--- src/rtl/apb_bridge_pkg.sv ---
// Shared types for the AXI4-Lite to APB bridge: sequencer states and the
// granted-request payload carried from the arbiter side to the APB port.
package apb_bridge_pkg;

  localparam int unsigned REQ_AW = 32;
  localparam int unsigned REQ_DW = 32;
  localparam int unsigned REQ_SW = REQ_DW / 8;

  localparam logic [2:0] PROT_DEFAULT = 3'b000;

  typedef enum logic [1:0] {
    IDLE   = 2'd0,
    SETUP  = 2'd1,
    ACCESS = 2'd2,
    RESP   = 2'd3
  } xferState_t;

  typedef struct packed {
    logic [REQ_AW-1:0] addr;
    logic [REQ_DW-1:0] data;
    logic [REQ_SW-1:0] strb;
    logic [2:0]        prot;
    logic              write;
  } xferReq_t;

endpackage

--- src/rtl/apb_rr_arb2.sv ---
// Two-way write/read round-robin arbiter; the last-grant register only moves
// when a grant is actually issued (en high and a request present).
module apb_rr_arb2 (
  input  logic clk,
  input  logic rst_n,
  input  logic en,
  input  logic wrReq,
  input  logic rdReq,
  output logic grantValid_c,
  output logic grantWrite_c
);

  logic lastWasWrite;

  assign grantValid_c = en && (wrReq || rdReq);
  // On contention the side that did not win last time goes first.
  assign grantWrite_c = wrReq && (!rdReq || !lastWasWrite);

  always_ff @(posedge clk or negedge rst_n) begin
    if (!rst_n) begin
      lastWasWrite <= 1'b1;
    end else if (grantValid_c) begin
      lastWasWrite <= grantWrite_c;
    end
  end

endmodule

--- src/rtl/apb_xfer_sched.sv ---
// APB master sequencer: arbitrates write/read requests, runs SETUP/ACCESS,
// aborts a hung ACCESS after TIMEOUT cycles and reports completion per side.
module apb_xfer_sched
  import apb_bridge_pkg::*;
#(
  parameter int unsigned DATAWIDTH = 32,
  parameter int unsigned ADDRWIDTH = 32,
  parameter int unsigned TIMEOUT   = 256
) (
  input  logic                   pclk,
  input  logic                   presetn,
  input  logic                   wr_req,
  input  logic [ADDRWIDTH-1:0]   wr_addr,
  input  logic [DATAWIDTH-1:0]   wr_data,
  input  logic [DATAWIDTH/8-1:0] wr_strb,
  input  logic [2:0]             wr_prot,
  output logic                   wr_done,
  output logic                   wr_err,
  input  logic                   rd_req,
  input  logic [ADDRWIDTH-1:0]   rd_addr,
  input  logic [2:0]             rd_prot,
  output logic                   rd_done,
  output logic [DATAWIDTH-1:0]   rd_data,
  output logic                   rd_err,
  output logic                   pselx,
  output logic                   penable,
  output logic                   pwrite,
  output logic [ADDRWIDTH-1:0]   paddr,
  output logic [DATAWIDTH-1:0]   pwdata,
  output logic [DATAWIDTH/8-1:0] pstrb,
  output logic [2:0]             pprot,
  input  logic                   pready,
  input  logic                   pslverr,
  input  logic [DATAWIDTH-1:0]   prdata
);

  localparam int unsigned SW  = DATAWIDTH / 8;
  localparam int unsigned TOW = (TIMEOUT > 0) ? $clog2(TIMEOUT + 1) : 1;
  localparam logic [TOW-1:0] TO_LAST = TOW'((TIMEOUT > 0) ? TIMEOUT - 1 : 0);

  xferState_t state, stateNxt;
  xferReq_t   req;
  logic       grantValid_c, grantWrite_c, timeoutHit_c;
  logic [TOW-1:0] toCnt, toCntNxt;

  logic                 pselxNxt, penableNxt, pwriteNxt;
  logic [ADDRWIDTH-1:0] paddrNxt;
  logic [DATAWIDTH-1:0] pwdataNxt, rdDataNxt;
  logic [SW-1:0]        pstrbNxt;
  logic [2:0]           pprotNxt;
  logic                 wrDoneNxt, wrErrNxt, rdDoneNxt, rdErrNxt;

  apb_rr_arb2 u_arb (
    .clk          (pclk),
    .rst_n        (presetn),
    .en           (state == IDLE),
    .wrReq        (wr_req),
    .rdReq        (rd_req),
    .grantValid_c (grantValid_c),
    .grantWrite_c (grantWrite_c)
  );

  // Winning payload; reads carry zero data and strobes onto the bus.
  always_comb begin
    req      = '0;
    req.prot = PROT_DEFAULT;
    if (grantWrite_c) begin
      req.write = 1'b1;
      req.addr  = REQ_AW'(wr_addr);
      req.data  = REQ_DW'(wr_data);
      req.strb  = REQ_SW'(wr_strb);
      req.prot  = wr_prot;
    end else begin
      req.addr  = REQ_AW'(rd_addr);
      req.prot  = rd_prot;
    end
  end

  assign timeoutHit_c = (TIMEOUT != 0) && (toCnt == TO_LAST);

  // State and registered outputs.
  always_ff @(posedge pclk or negedge presetn) begin
    if (!presetn) begin
      state   <= IDLE;
      toCnt   <= '0;
      pselx   <= 1'b0;
      penable <= 1'b0;
      pwrite  <= 1'b0;
      paddr   <= '0;
      pwdata  <= '0;
      pstrb   <= '0;
      pprot   <= '0;
      wr_done <= 1'b0;
      wr_err  <= 1'b0;
      rd_done <= 1'b0;
      rd_err  <= 1'b0;
      rd_data <= '0;
    end else begin
      state   <= stateNxt;
      toCnt   <= toCntNxt;
      pselx   <= pselxNxt;
      penable <= penableNxt;
      pwrite  <= pwriteNxt;
      paddr   <= paddrNxt;
      pwdata  <= pwdataNxt;
      pstrb   <= pstrbNxt;
      pprot   <= pprotNxt;
      wr_done <= wrDoneNxt;
      wr_err  <= wrErrNxt;
      rd_done <= rdDoneNxt;
      rd_err  <= rdErrNxt;
      rd_data <= rdDataNxt;
    end
  end

  // Next-state logic.
  always_comb begin
    stateNxt = state;
    case (state)
      IDLE:    if (grantValid_c) stateNxt = SETUP;
      SETUP:   stateNxt = ACCESS;
      ACCESS:  if (pready || timeoutHit_c) stateNxt = RESP;
      RESP:    stateNxt = IDLE;
      default: stateNxt = IDLE;
    endcase
  end

  // Next values of the registered outputs; idle bus fields hold their last value.
  always_comb begin
    pselxNxt   = 1'b0;
    penableNxt = 1'b0;
    pwriteNxt  = pwrite;
    paddrNxt   = paddr;
    pwdataNxt  = pwdata;
    pstrbNxt   = pstrb;
    pprotNxt   = pprot;
    wrDoneNxt  = 1'b0;
    wrErrNxt   = 1'b0;
    rdDoneNxt  = 1'b0;
    rdErrNxt   = 1'b0;
    rdDataNxt  = rd_data;
    toCntNxt   = '0;
    case (state)
      IDLE: begin
        if (grantValid_c) begin
          pselxNxt  = 1'b1;
          pwriteNxt = req.write;
          paddrNxt  = ADDRWIDTH'(req.addr);
          pwdataNxt = DATAWIDTH'(req.data);
          pstrbNxt  = SW'(req.strb);
          pprotNxt  = req.prot;
        end
      end
      SETUP: begin
        pselxNxt   = 1'b1;
        penableNxt = 1'b1;
      end
      ACCESS: begin
        // pready takes priority over an abort in the same cycle.
        if (pready) begin
          wrDoneNxt = pwrite;
          wrErrNxt  = pwrite && pslverr;
          rdDoneNxt = !pwrite;
          rdErrNxt  = !pwrite && pslverr;
          if (!pwrite) rdDataNxt = prdata;
        end else if (timeoutHit_c) begin
          wrDoneNxt = pwrite;
          wrErrNxt  = pwrite;
          rdDoneNxt = !pwrite;
          rdErrNxt  = !pwrite;
          if (!pwrite) rdDataNxt = '0;
        end else begin
          pselxNxt   = 1'b1;
          penableNxt = 1'b1;
          toCntNxt   = toCnt + 1'b1;
        end
      end
      default: ;
    endcase
  end

endmodule
--- config.mk ---
export PLATFORM = sky130hd
export DESIGN_NAME = apb_xfer_sched
export DESIGN_NICKNAME = d
export VERILOG_FILES = /design/src/rtl/apb_bridge_pkg.sv /design/src/rtl/apb_rr_arb2.sv /design/src/rtl/apb_xfer_sched.sv
export SDC_FILE = /design/constraint.sdc
export NUM_CORES = 1
export LEC_CHECK = 0
export BUFFER_PORTS_ARGS = -buffer_cell sky130_fd_sc_hd__buf_2
export CAP_MARGIN = 20
export CORE_MARGIN = 4
export CORE_UTILIZATION = 45
export CTS_BUF_LIST = sky130_fd_sc_hd__clkbuf_4 sky130_fd_sc_hd__clkbuf_8 sky130_fd_sc_hd__clkbuf_16
export DETAILED_ROUTE_END_ITERATION = 10
export PLACE_DENSITY = 0.79
export SYNTH_ARGS = -nofsm -noshare
export SYNTH_HDL_FRONTEND = slang
export SYNTH_SLANG_ARGS = --single-unit
export TNS_END_PERCENT = 10
--- constraint.sdc ---
create_clock -name pclk -period 2.25 [get_ports pclk]
set_clock_uncertainty 0.05 [all_clocks]
set_input_delay 0.1125 -clock pclk [delete_from_list [all_inputs] [get_ports pclk]]
set_output_delay 0.1125 -clock pclk [all_outputs]
set_load 0.05 [all_outputs]
# Word-level counts from Yosys, hierarchy flattened
# Index checks and enable logic that the tools add are counted.
dict set report op_classes {
  add_sub_neg 1
  mul 0
  n_div 0
  n_lt_le_gt_ge 0
  n_eq_ne 8
  shifts 0
  mux 29
  bitwise 0
  reduce_logical 15
}
# cell count
set ops {}
lappend ops {{32-bit 2-to-1 mux} 5}
lappend ops {{36-bit 2-to-1 mux} 1}
lappend ops {{9-bit 2-to-1 mux} 3}
lappend ops {{1-bit 2-to-1 mux} 14}
lappend ops {{9-bit by 1-bit adder with 9-bit output (second input constant)} 1}
lappend ops {{9-bit by 8-bit == test with 1-bit output (second input constant)} 1}
lappend ops {{2-bit inequality test (second input constant)} 4}
lappend ops {{2-bit case mux with 4 select lines} 1}
lappend ops {{2-bit == test (second input constant)} 2}
lappend ops {{1-bit logical AND} 4}
lappend ops {{2-bit 2-to-1 mux} 2}
lappend ops {{2-bit AND reduction} 2}
lappend ops {{4-bit AND reduction} 1}
lappend ops {{1-bit logical NOT} 3}
lappend ops {{1-bit logical OR} 3}
lappend ops {{3-bit 2-to-1 mux} 1}
lappend ops {{1-bit case mux with 3 select lines} 1}
lappend ops {{2-bit by 1-bit == test with 1-bit output (second input constant)} 1}
lappend ops {{2-bit logical NOT} 1}
lappend ops {{1-bit case mux with 2 select lines} 1}
lappend ops {{2-bit nonzero test} 1}
dict set report totals {
  regBits 122
  latchBits 0
  ram_bits 0
  rom_bits 0
  n_memories 0
}

# Depth between registers and ports, before layout
dict set report logic_depth {
  depth_word 4
  mapped_depth 7
  ltp_nobuf 5
}

# Modules after synthesis
# Synthesis repeated with hierarchy kept, for this count alone.
dict set report unflattened {
  cells_unflattened 534
  area_unflattened_um2 5402.7
}
# mod instances cells_each area_per_inst_um2
set modules_own_cells {}
lappend modules_own_cells {apb_xfer_sched 1 529 5350.1}
lappend modules_own_cells {apb_rr_arb2 1 5 52.6}

# Least setup slack after synthesis
# Ideal clock, no wire load.
dict set report synth_path {
  kind {register -> register}
  start {register state[0]}
  end {register state[0]}
  setup_ps 77
  arrival_time_ps 1437
  path_slack_ps 686
  stages_incl_launch_ff 6
  period_less_slack_ps 1564
  cell_sequence {dfrtp_1 inv_1 ha_1 or3b_1 mux2_2 a21oi_1}
}
dict set report synth_via {
  elab_chain_len 4
  elab_cells_between_ends 9
}
# element line_no
set synth_rtl {}
lappend synth_rtl {{start: declaration} apb_xfer_sched.sv:41} ;# xferState_t state, stateNxt;
lappend synth_rtl {{start signal: assignment} apb_xfer_sched.sv:99} ;# state <= stateNxt;
lappend synth_rtl {{2-bit logical NOT} {apb_xfer_sched.sv:56, apb_xfer_sched.sv:119}}
lappend synth_rtl {{1-bit logical AND} apb_rr_arb2.sv:15} ;# assign grantValid_c = en && (wrReq || rdReq);
lappend synth_rtl {{2-bit inequality test (no source line)} n/a}
lappend synth_rtl {{2-bit AND reduction (no source line)} n/a}
# Parallel ways exist; a longest one is shown, timed or not.
# A chain may end at the register's enable or synchronous reset.

# Final worst setup path
dict set report layout_path {
  start {register u_arb.lastWasWrite}
  end {register pprot[2]}
}
dict set report layout_via {
  elab_chain_len 4
}
# element line_no
set layout_rtl {}
lappend layout_rtl {{start: declaration} apb_rr_arb2.sv:13} ;# logic lastWasWrite;
lappend layout_rtl {{start signal: assignment} apb_rr_arb2.sv:23} ;# lastWasWrite <= grantWrite_c;
lappend layout_rtl {{1-bit logical NOT} apb_rr_arb2.sv:17} ;# assign grantWrite_c = wrReq && (!rdReq || !lastWasWrite);
lappend layout_rtl {{1-bit logical OR} apb_rr_arb2.sv:17}
lappend layout_rtl {{1-bit logical AND} apb_rr_arb2.sv:17}
lappend layout_rtl {{3-bit 2-to-1 mux} apb_xfer_sched.sv:67} ;# if (grantWrite_c) begin
lappend layout_rtl {{end signal: assignment} apb_xfer_sched.sv:107} ;# pprot <= pprotNxt;
lappend layout_rtl {{end: declaration} apb_xfer_sched.sv:31} ;# output logic [2:0] pprot,
# No other way between the ends.

==> results by group <==
Outcome
  – Status: complete, no violations

Power
  – Sequential share of power: 28.6%
  – Switching Share: 46.9%
  – Sw Pwr: 0.00584 W
  – P_leak: around 4.4 nW
  – Worst VDD drop: just over 1000 uV
  – Clock power share: 22.9%
  – Internal: 0.00662 W
  – Pwr per Cell Area: 1460 nW/um2
  – Logic pwr share: 48.6%

Synthesis
  – Synthesized Nets: 604
  – Async SR Flop Fraction: 100%
  – #FFs+latches synth: 122
  – Syn_area_per_cell: 11.4 um2
  – Main area contributors after synthesis: dfrtp_1, mux2i_1, o21ai_0
  – XOR/XNOR share of the synthesized area: 0.507%
  – Top-area cell type share of the netlist area: between 50 and 60%
  – Yosys warns: 0
  – Top FF cell, synth: dfrtp_1
  – Compound-gate portion of the synthesized area: 19.9%
  – Adder-cell share of the synthesized area: 1.45%
  – Post-synth EDFFs: 0
  – Post-Synthesis Cells: 454
  – Synth area leader: dfrtp_1
  – Synth top cells by count: dfrtp_1, o21ai_0, nand2_1
  – Post-synthesis sequential area ratio: between 50% and 60%
  – Post-Syn Area: between 5000 and 6000 um2
  – Count leader, synth: dfrtp_1
  – Largest family of logic cells by synthesized area: compound AO/OA/AOI/OAI gates
  – Library cells used by synthesis: 44
  – Mux cell area share after synthesis: between 6 and 7%
  – Synth Area in Simple Gates: 6.16%

Timing
  – Final Setup Violations: 0
  – Worst rel slew slack: 52.2%
  – Tightest Pin Transition: 0.714 ns
  – RSZ-0062 raised after global routing: false
  – Final hold vios: 0
  – Peak Freq: 505 MHz
  – Setup tns final: 0 ns
  – Min cycle time layout: 1.98 ns
  – Period utilisation layout: about nine tenths
  – Slew Limit Fails: 0

Worst setup path
  – CP Capture Type: flip-flop
  – Crit path kind: reg2reg
  – Setup crit start kind: flip-flop
  – End of the critical path: pprot[2]
  – CP required: 2.44 ns
  – R2R Setup Slk: 0.27 ns
  – Critical path arrival: 2.17 ns
  – R2R depth: 5
  – R2r endpoint: pprot[2]
  – Critical path startpoint: u_arb.lastWasWrite
  – Reg-to-Reg Start: u_arb.lastWasWrite
  – Crit path max fanout: 36

Clock network
  – H-tree depth: 4
  – Post-CTS Resized: 0
  – Clock transition at path regs: roughly 0.06 ns
  – Cts bufs inserted: 17
  – CTS tree: built
  – Hold_buf cts: 132
  – Clock sink count: 122
  – CTS root buf: clkbuf_16
  – Post-CTS Setup Inserts: 0
  – Clock latency on the worst-skew pair: 0.40 ns
  – Clk buf depth: 2

Placement
  – Placed cells: approximately 830
  – RePlAce Congestion: approximately 0.81
  – PortBufs: 253
  – DP HPWL: around 11 mm

Finish
  – Non-Filler Instances: 995
  – Util after Layout: 77.5%
  – Fraction of layout cells with a size suffix above 1: between 30% and 40%
  – Area growth syn-to-layout: 65.1%
  – Net count, final: between 900 and 1k

GRT
  – Grt total ovfl: 0
  – First-pass GRT wire length: 28.5 mm
  – Vias in the first global route: 5761
  – Total track usage: roughly 28%
  – Largest net degree at the start of global routing: 54
  – Initial antenna violation count: 2

Route
  – Vias: roughly 5.3k
  – Drt total wl: about 19 mm
  – DRC viols: 0
  – WL/cell: 18.6 um
  – Vias per inst: 5.29
  – Drt pass-1 iters: 6
  – 1st-iter DRT viols: 390
  – ANT nets after route: 0

Floorplan
  – DIE AREA: between 10000 and 15000 um2
  – # IOs: ~250
  – Initial Utilization: 46.9%
  – # rows: 38
  – Core ar.: 11000 um2
  – Die H: 115 um
  – Die W: 115 um

Worst hold path
  – HP Class: in2reg

Run
  – Max_cap viols: 0
state kept, by name (all words and copies together), names as in the netlist, 2 cells and up:
signal and flops:
pstrb 4, paddr 32, toCnt 9, state 2, rd_data 32, pprot 3
pwdata 32
logic make-up (layout without fill, tap and decap cells):
| group | count (synthesis) | in the layout |
|---|---|---|
| other | 0 | 4 |
| muxes | 36 | 36 |
| and+or+nand+nor | 66 | 66 |
| xor gates and xnor gates | 3 | 3 |
| DFF | 122 | 122 |
| buffers and inverters | 66 | 463 |
| adders and majority gates | 6 | 6 |
| AOI/OAI and AO/OA | 155 | 155 |
area by class of cell:
cell class | instances | area [um2]
sequential | 122 | 3050
timing repair buffer | 395 | 2720
fill | 631 | 2480
multi-input combinational | 266 | 1830
clock buffer | 22 | 494
tap | 140 | 175
clock inverter | 10 | 139
inverter | 36 | 135
antenna | 4 | 10.0
through the flow:
| step | power (W) | cell area [um2] | worst slack (ns) | hold slack [ns] |
|---|---|---|---|---|
| 2_1_floorplan | 0.00770 | 5180 | 0.686 | -0.233 |
| 3_3_place_gp | 0.00903 | 6580 | 0.585 | 0.0382 |
| 3_5_place_dp | 0.00920 | 6580 | 0.492 | 0.0490 |
| 4_1_cts | 0.0123 | 8540 | 0.361 | 0.00309 |
| 5_1_grt | 0.0130 | 8540 | 0.187 | 0.0106 |
| 6_report | 0.0125 | 8550 | 0.268 | 0.0287 |
layer usage:
metal,track usage [%],wire length [um],up-vias
met4,12.1,540,0
met3,9.16,1430,44
met2,48.7,9770,275
met1,30.8,6790,2561
li1,-,-,2383
met5,0,0,-
power groups by stage:
| stage | Clock (W) | Combinational [W] | Sequential, W |
|---|---|---|---|
| 2_1_floorplan | 0 | 0.00165 | 0.00604 |
| 3_5_place_dp | 0 | 0.00571 | 0.00349 |
| 5_1_grt | 0.00298 | 0.00639 | 0.00363 |
| 4_1_cts | 0.00289 | 0.00594 | 0.00349 |
| 3_3_place_gp | 0 | 0.00556 | 0.00347 |
| 6_report | 0.00285 | 0.00605 | 0.00356 |
critical path, cell delays in order (launching register included):
cell and delay [ns]:
dfstp_2 0.38, a21boi_4 0.17, buf_12 0.27, mux2i_1 0.23, dlygate4sd3_1 0.60, o21ai_0 0.10
cell usage in the layout (no fill, tap or decap), types with 6 or more instances in the layout:
cell type / Yosys / layout
dfrtp_1: 121 / 121
mux2i_1: 35 / 35
ha_1: 6 / 6
inv_1: 36 / 36
dlygate4sd3_1: 0 / 132
a22oi_1: 32 / 32
clkbuf_16: 0 / 17
o21ai_1: 7 / 7
a22o_1: 36 / 36
nand2_1: 38 / 38
buf_2: 7 / 252
o21ai_0: 63 / 63
buf_4: 1 / 7
worst min-delay path by stage:
stage	start	to	cells after the start
final	pready	toCnt[8]	3
after global routing	pready	toCnt[8]	3
after CTS	wr_addr[5]	paddr[5]	3
after detailed placement	presetn	pwdata[28]	1
after global placement	presetn	pwdata[28]	1
after floorplan	presetn	paddr[0]	0
Note: power is estimated with default switching activity, not from simulation.
